**src/rtl/rom_player_pkg.sv**
```systemverilog
// Shared types and constants for the rom_player replay sequencer.
package rom_player_pkg;

  typedef enum logic [1:0] {
    IDLE  = 2'd0,
    RUN   = 2'd1,
    DRAIN = 2'd2
  } state_t;

  localparam int FIFO_DEPTH = 3;
  localparam int BEAT_CNT_W = 32;

  // Wrap a return-buffer pointer at FIFO_DEPTH rather than at a power of two.
  function automatic logic [1:0] ptr_inc(input logic [1:0] p);
    return (p == 2'(FIFO_DEPTH - 1)) ? 2'd0 : p + 2'd1;
  endfunction

endpackage

```
**src/rtl/rom_player_fifo.sv**
```systemverilog
// Three-entry synchronous return buffer holding packed {tdata, tkeep, tuser, tlast} words.
module rom_player_fifo
  import rom_player_pkg::*;
#(
  parameter int W = 8
) (
  input  logic         clk,
  input  logic         reset,
  input  logic         wr,
  input  logic [W-1:0] wr_data,
  input  logic         rd,
  output logic [W-1:0] rd_data,
  output logic [1:0]   occ,
  output logic         full,
  output logic         empty
);

  logic [W-1:0] mem [FIFO_DEPTH];
  logic [1:0]   wp;
  logic [1:0]   rp;
  logic         push;
  logic         pull;

  assign full    = (occ == 2'(FIFO_DEPTH));
  assign empty   = (occ == 2'd0);
  assign push    = wr & ~full;
  assign pull    = rd & ~empty;
  assign rd_data = mem[rp];

  always_ff @(posedge clk) begin
    if (reset) begin
      wp  <= 2'd0;
      rp  <= 2'd0;
      occ <= 2'd0;
      for (int i = 0; i < FIFO_DEPTH; i++) mem[i] <= '0;
    end else begin
      if (push) begin
        mem[wp] <= wr_data;
        wp      <= ptr_inc(wp);
      end
      if (pull) rp <= ptr_inc(rp);
      occ <= occ + {1'b0, push} - {1'b0, pull};
    end
  end

endmodule

```
**src/rtl/rom_player.sv**
```systemverilog
// Replay sequencer for the pattern rom: walks an address window once or in a loop,
// absorbs the rom read latency and presents valid entries as a backpressured stream.
module rom_player
  import rom_player_pkg::*;
#(
  parameter int AXIS_DATA_WIDTH  = 512,
  parameter int AXIS_TUSER_WIDTH = 256,
  parameter int ADDR_WIDTH       = 12
) (
  input  logic                           clk,
  input  logic                           reset,
  input  logic                           start,
  input  logic                           stop,
  input  logic                           loop_en,
  input  logic [ADDR_WIDTH-1:0]          start_addr,
  input  logic [ADDR_WIDTH-1:0]          end_addr,
  output logic                           busy,
  output logic                           done,
  output logic [BEAT_CNT_W-1:0]          beat_count,
  output logic [ADDR_WIDTH-1:0]          addr,
  input  logic [AXIS_DATA_WIDTH-1:0]     rom_tdata,
  input  logic [AXIS_DATA_WIDTH/8-1:0]   rom_tkeep,
  input  logic [AXIS_TUSER_WIDTH-1:0]    rom_tuser,
  input  logic                           rom_tvalid,
  input  logic                           rom_tlast,
  output logic [AXIS_DATA_WIDTH-1:0]     m_axis_tdata,
  output logic [AXIS_DATA_WIDTH/8-1:0]   m_axis_tkeep,
  output logic [AXIS_TUSER_WIDTH-1:0]    m_axis_tuser,
  output logic                           m_axis_tvalid,
  output logic                           m_axis_tlast,
  input  logic                           m_axis_tready,
  output state_t                         fsm_state
);

  localparam int KEEP_W = AXIS_DATA_WIDTH / 8;
  localparam int WORD_W = AXIS_DATA_WIDTH + KEEP_W + AXIS_TUSER_WIDTH + 1;

  // Stream handshake: a beat transfers on every clk edge with m_axis_tvalid && m_axis_tready;
  // once tvalid is raised, tvalid and the payload hold until that transfer occurs.

  state_t                state;
  state_t                state_n;
  logic [ADDR_WIDTH-1:0] start_q;
  logic [ADDR_WIDTH-1:0] end_q;
  logic                  loop_q;
  logic                  inflight;
  logic                  discard;
  logic                  stop_pending;
  logic                  in_pkt;
  logic                  stop_eff;
  logic                  at_end;
  logic                  ret_ok;
  logic                  drop_now;
  logic                  wr;
  logic                  halt;
  logic                  issue;
  logic                  pop;
  logic [1:0]            occ;
  logic                  fifo_full;
  logic                  fifo_empty;
  logic [WORD_W-1:0]     head;

  assign pop           = m_axis_tvalid & m_axis_tready;
  assign m_axis_tvalid = ~fifo_empty;
  assign {m_axis_tdata, m_axis_tkeep, m_axis_tuser, m_axis_tlast} = head;
  assign busy          = (state != IDLE);
  assign fsm_state     = state;

  // Issue is gated only by registered occupancy, never by m_axis_tready.
  always_comb begin
    stop_eff = stop | stop_pending;
    at_end   = (addr == end_q);
    ret_ok   = inflight & rom_tvalid & ~discard;
    drop_now = (state == RUN) & stop_eff & ~in_pkt & ~rom_tlast;
    wr       = ret_ok & ~drop_now;
    halt     = (state == RUN) & stop_eff & (~in_pkt | (ret_ok & rom_tlast));
    issue    = (state == RUN) & (({1'b0, occ} + {2'b00, inflight}) < 3'(FIFO_DEPTH));
  end

  always_comb begin
    state_n = state;
    done    = 1'b0;
    case (state)
      IDLE:    if (start) state_n = RUN;
      RUN:     if (halt || (issue && at_end && !loop_q)) state_n = DRAIN;
      DRAIN: begin
        if (fifo_empty && !inflight) begin
          done    = 1'b1;
          state_n = IDLE;
        end
      end
      default: state_n = IDLE;
    endcase
  end

  always_ff @(posedge clk) begin
    if (reset) begin
      state        <= IDLE;
      addr         <= '0;
      start_q      <= '0;
      end_q        <= '0;
      loop_q       <= 1'b0;
      inflight     <= 1'b0;
      discard      <= 1'b0;
      stop_pending <= 1'b0;
      in_pkt       <= 1'b0;
      beat_count   <= '0;
    end else begin
      state    <= state_n;
      inflight <= issue;
      // An entry issued on the cycle we halt belongs to the next packet; drop its return.
      discard  <= halt & issue;
      if (state == IDLE && start) begin
        start_q      <= start_addr;
        end_q        <= end_addr;
        loop_q       <= loop_en;
        addr         <= start_addr;
        beat_count   <= '0;
        stop_pending <= 1'b0;
        in_pkt       <= 1'b0;
      end else begin
        if (issue) addr <= (at_end && loop_q) ? start_q : addr + 1'b1;
        if (state == RUN && stop) stop_pending <= 1'b1;
        if (wr) in_pkt <= ~rom_tlast;
        if (pop && beat_count != '1) beat_count <= beat_count + 1'b1;
      end
    end
  end

  always_ff @(posedge clk) begin
    if (!reset) assert (!(wr && fifo_full));
  end

  rom_player_fifo #(
    .W(WORD_W)
  ) u_fifo (
    .clk    (clk),
    .reset  (reset),
    .wr     (wr),
    .wr_data({rom_tdata, rom_tkeep, rom_tuser, rom_tlast}),
    .rd     (pop),
    .rd_data(head),
    .occ    (occ),
    .full   (fifo_full),
    .empty  (fifo_empty)
  );

endmodule

```
**config.mk**
```make
export PLATFORM = sky130hd
export DESIGN_NAME = rom_player
export DESIGN_NICKNAME = d
export VERILOG_FILES = /design/src/rtl/rom_player_pkg.sv /design/src/rtl/rom_player_fifo.sv /design/src/rtl/rom_player.sv
export SDC_FILE = /design/constraint.sdc
export NUM_CORES = 2
export LEC_CHECK = 0
export BUFFER_PORTS_ARGS = -buffer_cell sky130_fd_sc_hd__buf_2
export CAP_MARGIN = 30
export CORE_AREA = 2 2 676 678
export DETAILED_ROUTE_END_ITERATION = 8
export DIE_AREA = 0 0 678 680
export HOLD_SLACK_MARGIN = 0.15
export PLACE_DENSITY_LB_ADDON = 0.2
export SYNTH_ARGS = -nofsm -noshare
export SYNTH_HDL_FRONTEND = slang
export SYNTH_SLANG_ARGS = --single-unit
```
**constraint.sdc**
```tcl
create_clock -name clk -period 26.6 [get_ports clk]
set_input_delay 1.33 -clock clk [delete_from_list [all_inputs] [get_ports clk]]
set_output_delay 1.33 -clock clk [all_outputs]
set_load 0.03 [all_outputs]
```
==> results.txt <==
For the starting utilization of the core area, the log shows 31.0%. Path class of the lowest-slack min-delay path: reg -> reg. Number of antenna violations at the first check in global routing: 410. Global routing finished with a remaining overflow of 0. The die covers 0.461 mm^2. The proportion of netlist area held by the largest area contributor was 71.2%. Of the available clock period, the critical path in the final layout requires 29.3%. For the internal reg-to-reg setup slack, the log shows 19760 ps. The worst setup path is of the reg -> out kind. After floorplanning, the core was divided into 248 placement rows.

The x dimension of the die was 678 um. Summed over all layers, the routed wires come to 469000 um. Setup violations remaining at the end of the flow were counted as 0. The total power density per cell area was 82.4 mW/mm^2. STA classifies the critical path startpoint as a register. The synthesized area per cell was 18.4 um^2; the maximum number of pins on one net before global-route repair was 182. Clock insertion delay at the later pin of the skew report: 940 ps. The reg-to-reg critical path endpoint was u_fifo.mem[2][549]. Synthesis inferred 3415 register bits. Between clock sinks in the finished design, the worst skew comes to 54.8 ps. The signal on the critical path passes through buf_12, buf_4, buf_16, buf_4, buf_4, buf_4, buf_16, mux4_2, buf_2. For the number of gates resized after CTS, the log shows 0. Cell with the most instances after synthesis: sky130_fd_sc_hd__edfxtp_1. The tools report the number of buffers inserted to repair setup after CTS as 0.

Summed over all instances, the cell type with the most area after synthesis is sky130_fd_sc_hd__edfxtp_1. For this run, the detailed router's first-pass iteration total came to 7. The flow ran to the end, and the final reports show no timing, DRC or antenna violations. The dominant synthesized flop cell is sky130_fd_sc_hd__edfxtp_1.

The area of the placeable core came out at 0.454 mm^2. TritonCTS built the clock tree. The total clock buffers created by CTS was 388; the measured slew at the worst slew-check pin was 1150 ps. The stage delay of the slowest cell on the critical path is 820 ps, and the gate count of the mapped netlist is 7632. Weighted congestion at the end of routability-driven global placement: 0.926.

The tightest slew margin relative to the limit is 23.2%, and the overall via count from detail_route is 77.3k. The highest net fanout along the worst path was 112; the number of synthesized flops with an enable pin was 3332. The total of warnings raised by yosys came out at 0.

The post-detailed-route count of antenna-violating nets is 0. The critical path capture point is m_axis_tdata[153]. Sorting the synthesized cells by how often they occur yields sky130_fd_sc_hd__edfxtp_1 (3332), sky130_fd_sc_hd__and2_1 (2502), sky130_fd_sc_hd__mux4_2 (833), sky130_fd_sc_hd__clkbuf_1 (279), sky130_fd_sc_hd__buf_2 (176). Global routing used 19.7% of the available tracks. Measured in cells, the most critical reg-to-reg path has a length of 12. The clock sink count is 3415. The count of different cell masters after synthesis came out at 57.

Slowest library cell on the worst path: sky130_fd_sc_hd__buf_4. The most frequent cell on the critical path is sky130_fd_sc_hd__buf_4. Detailed placement ended at an HPWL of 315000 um. The run gives 8502 as the number of nets in the synthesized netlist. In the routed design, unresolved DRC markers number 0. Fraction of registers with async set/reset: 0%.

For the max-slew violation total from the final report, the log shows 0. In this run the cell area of the synthesized design comes to 0.141 mm^2. Clock-pin slew was measured on the worst setup and hold paths at 60 ps.

The routed wirelength normalized by instance count works out to 29.5 um. Compared with the post-synthesis result, the final layout area differs by 20.1%. The hold violation total from the final report is 0, and the hold buffer count at cts is 0.

In this run the clock root is driven by a sky130_fd_sc_hd__clkbuf_16. The H-tree was split into 5 levels. Max-cap violations in this run came to 0. The number of global-route vias before repair was 79.4k. The die is 680 um tall.

The final critical delay including setup and external delays came out at 7790 ps. The clock passes through at most 4 buffers. The peak clock frequency supported by timing came out at 0.128 GHz. The tools report the global-route wire length before repair as 644000 um.

The post-route netlist has 33.4% of its cells at a drive strength greater than 1. The tools report the sequential-to-total area share from yosys stat as 72.3%. 1746 I/O pins were placed. In this run, the number of DRC markers left after iteration 0 of detailed routing was 6210. After detailed routing, the number of vias per cell comes to 4.87. The startpoint of the worst-slack reg-to-reg timing path was fsm_state[1].

The design draws 13900 uW. In this run the static leakage power is 0.0611 uW. Setup repair after global routing left no endpoint under its margin.

The worst supply voltage drop on vdd was 0.0632 mV; the final sum of negative setup slack was 0 ps. In this run the tool buffered the top-level ports with 1745 buffer cells. Data on the critical path is required at its endpoint by 25270 ps. The run gives 37.2% as the final cell utilization of the core.

STA classifies the critical path endpoint as an output port. The number of nets in the layout was 10.3k; the arrival time of the worst setup path was 6460 ps. After synthesis, the cell types taking the most area are sky130_fd_sc_hd__edfxtp_1 (71%), sky130_fd_sc_hd__mux4_2 (13%), sky130_fd_sc_hd__and2_1 (11%), sky130_fd_sc_hd__dfxtp_1 (1.2%), sky130_fd_sc_hd__clkbuf_1 (0.74%).
==> cell families (layout without fill, tap and decap cells) <==
kind of cell | count (synthesis) | count (layout) | synth area share [%]
AND/OR/NAND/NOR | 2710 | 2710 | 11.9
multiplexers | 848 | 848 | 13.4
buffers and inverters | 501 | 2602 | 1.51
adder cells (fa/ha/maj) | 6 | 6 | 0.0534
AO/OA/AOI/OAI | 126 | 126 | 0.563
flip-flops | 3415 | 3415 | 72.3
XOR/XNOR | 26 | 26 | 0.162
other | 0 | 151 | 0
==> critical path, delay by kind of cell (launching register included) <==
family / cells / cell delay (ps)
buffers and inverters: 8 / 3960
muxes: 1 / 370
DFF: 1 / 810
==> how the worst min path moves through the flow <==
| stage | startpoint | endpoint | cells after the start |
|---|---|---|---|
| detailed placement | start_q[4] | start_q[4] | 2 |
| CTS | rom_tuser[192] | u_fifo.mem[3][193] | 1 |
| finish | start_q[8] | start_q[8] | 2 |
| floorplan | start_q[0] | start_q[0] | 2 |
| global route | start_q[8] | start_q[8] | 2 |
| global placement | start_q[10] | start_q[10] | 2 |
==> state kept, by name, indices dropped and copies added, names as in the netlist, 2 cells and up, named ones only <==
name / flops
addr: 12
beat_count: 32
start_q: 12
u_fifo.mem: 3332
u_fifo.wp: 2
fsm_state: 2
end_q: 12
u_fifo.rp: 2
u_fifo.occ: 2
==> metal layers <==
| metal | track usage (%) | wire length, um | vias up | part of all wire (%) |
|---|---|---|---|---|
| met5 | 0 | 1070 | - | 0.23 |
| met4 | 8.33 | 22700 | 160 | 4.8 |
| met3 | 7.02 | 42200 | 1199 | 9.0 |
| met2 | 33.9 | 235000 | 2896 | 50 |
| met1 | 22.2 | 168000 | 40200 | 36 |
| li1 | - | - | 32900 | - |
==> cell usage in the layout (no fill, tap or decap), types with 9 or more instances in the layout <==
cell type	instances
sky130_fd_sc_hd__bufinv_16	25
sky130_fd_sc_hd__clkbuf_16	391
sky130_fd_sc_hd__buf_12	16
sky130_fd_sc_hd__o22ai_1	10
sky130_fd_sc_hd__buf_2	1745
sky130_fd_sc_hd__mux2i_1	15
sky130_fd_sc_hd__and2_1	2502
sky130_fd_sc_hd__edfxtp_1	3332
sky130_fd_sc_hd__buf_4	118
sky130_fd_sc_hd__inv_1	9
sky130_fd_sc_hd__clkbuf_1	97
sky130_fd_sc_hd__dfxtp_1	81
sky130_fd_sc_hd__xor2_1	19
sky130_fd_sc_hd__clkinv_1	97
sky130_fd_sc_hd__buf_16	15
sky130_fd_sc_hd__nor4_1	11
sky130_fd_sc_hd__nand4_1	22
sky130_fd_sc_hd__a21boi_0	10
sky130_fd_sc_hd__nor2_1	19
sky130_fd_sc_hd__o21ai_0	19
sky130_fd_sc_hd__diode_2	151
sky130_fd_sc_hd__or3_1	17
sky130_fd_sc_hd__mux4_2	833
sky130_fd_sc_hd__a21oi_1	51
sky130_fd_sc_hd__nand3_1	19
sky130_fd_sc_hd__inv_6	10
sky130_fd_sc_hd__nand2_1	78
sky130_fd_sc_hd__clkinv_2	50
==> cell type report <==
class	instances	area (um^2)
fill	42700	285000
sequential	3415	102000
multi-input combinational	3716	36800
timing repair buffer	1895	10400
clock buffer	488	10100
tap	6000	7510
clock inverter	209	1940
antenna	151	378
inverter	10	37.5
==> metrics by stage <==
stage	hold WS, ps	area, um^2	setup WS (ps)	cells
5_1_grt	467	169000	18490	15800
2_1_floorplan	436	141000	4980	7632
6_report	453	169000	18810	15900
4_1_cts	430	168000	18480	15700
3_5_place_dp	446	156000	18730	15000
3_3_place_gp	444	156000	18620	15000
==> where the power goes <==
part	leakage, uW	internal (uW)	switching [uW]	total (uW)
logic	0.0212	886	1730	2620
clock network	0.00586	2950	2210	5160
registers	0.0340	6070	64.6	6140
No activity file was read; power rests on OpenSTA's default activity.
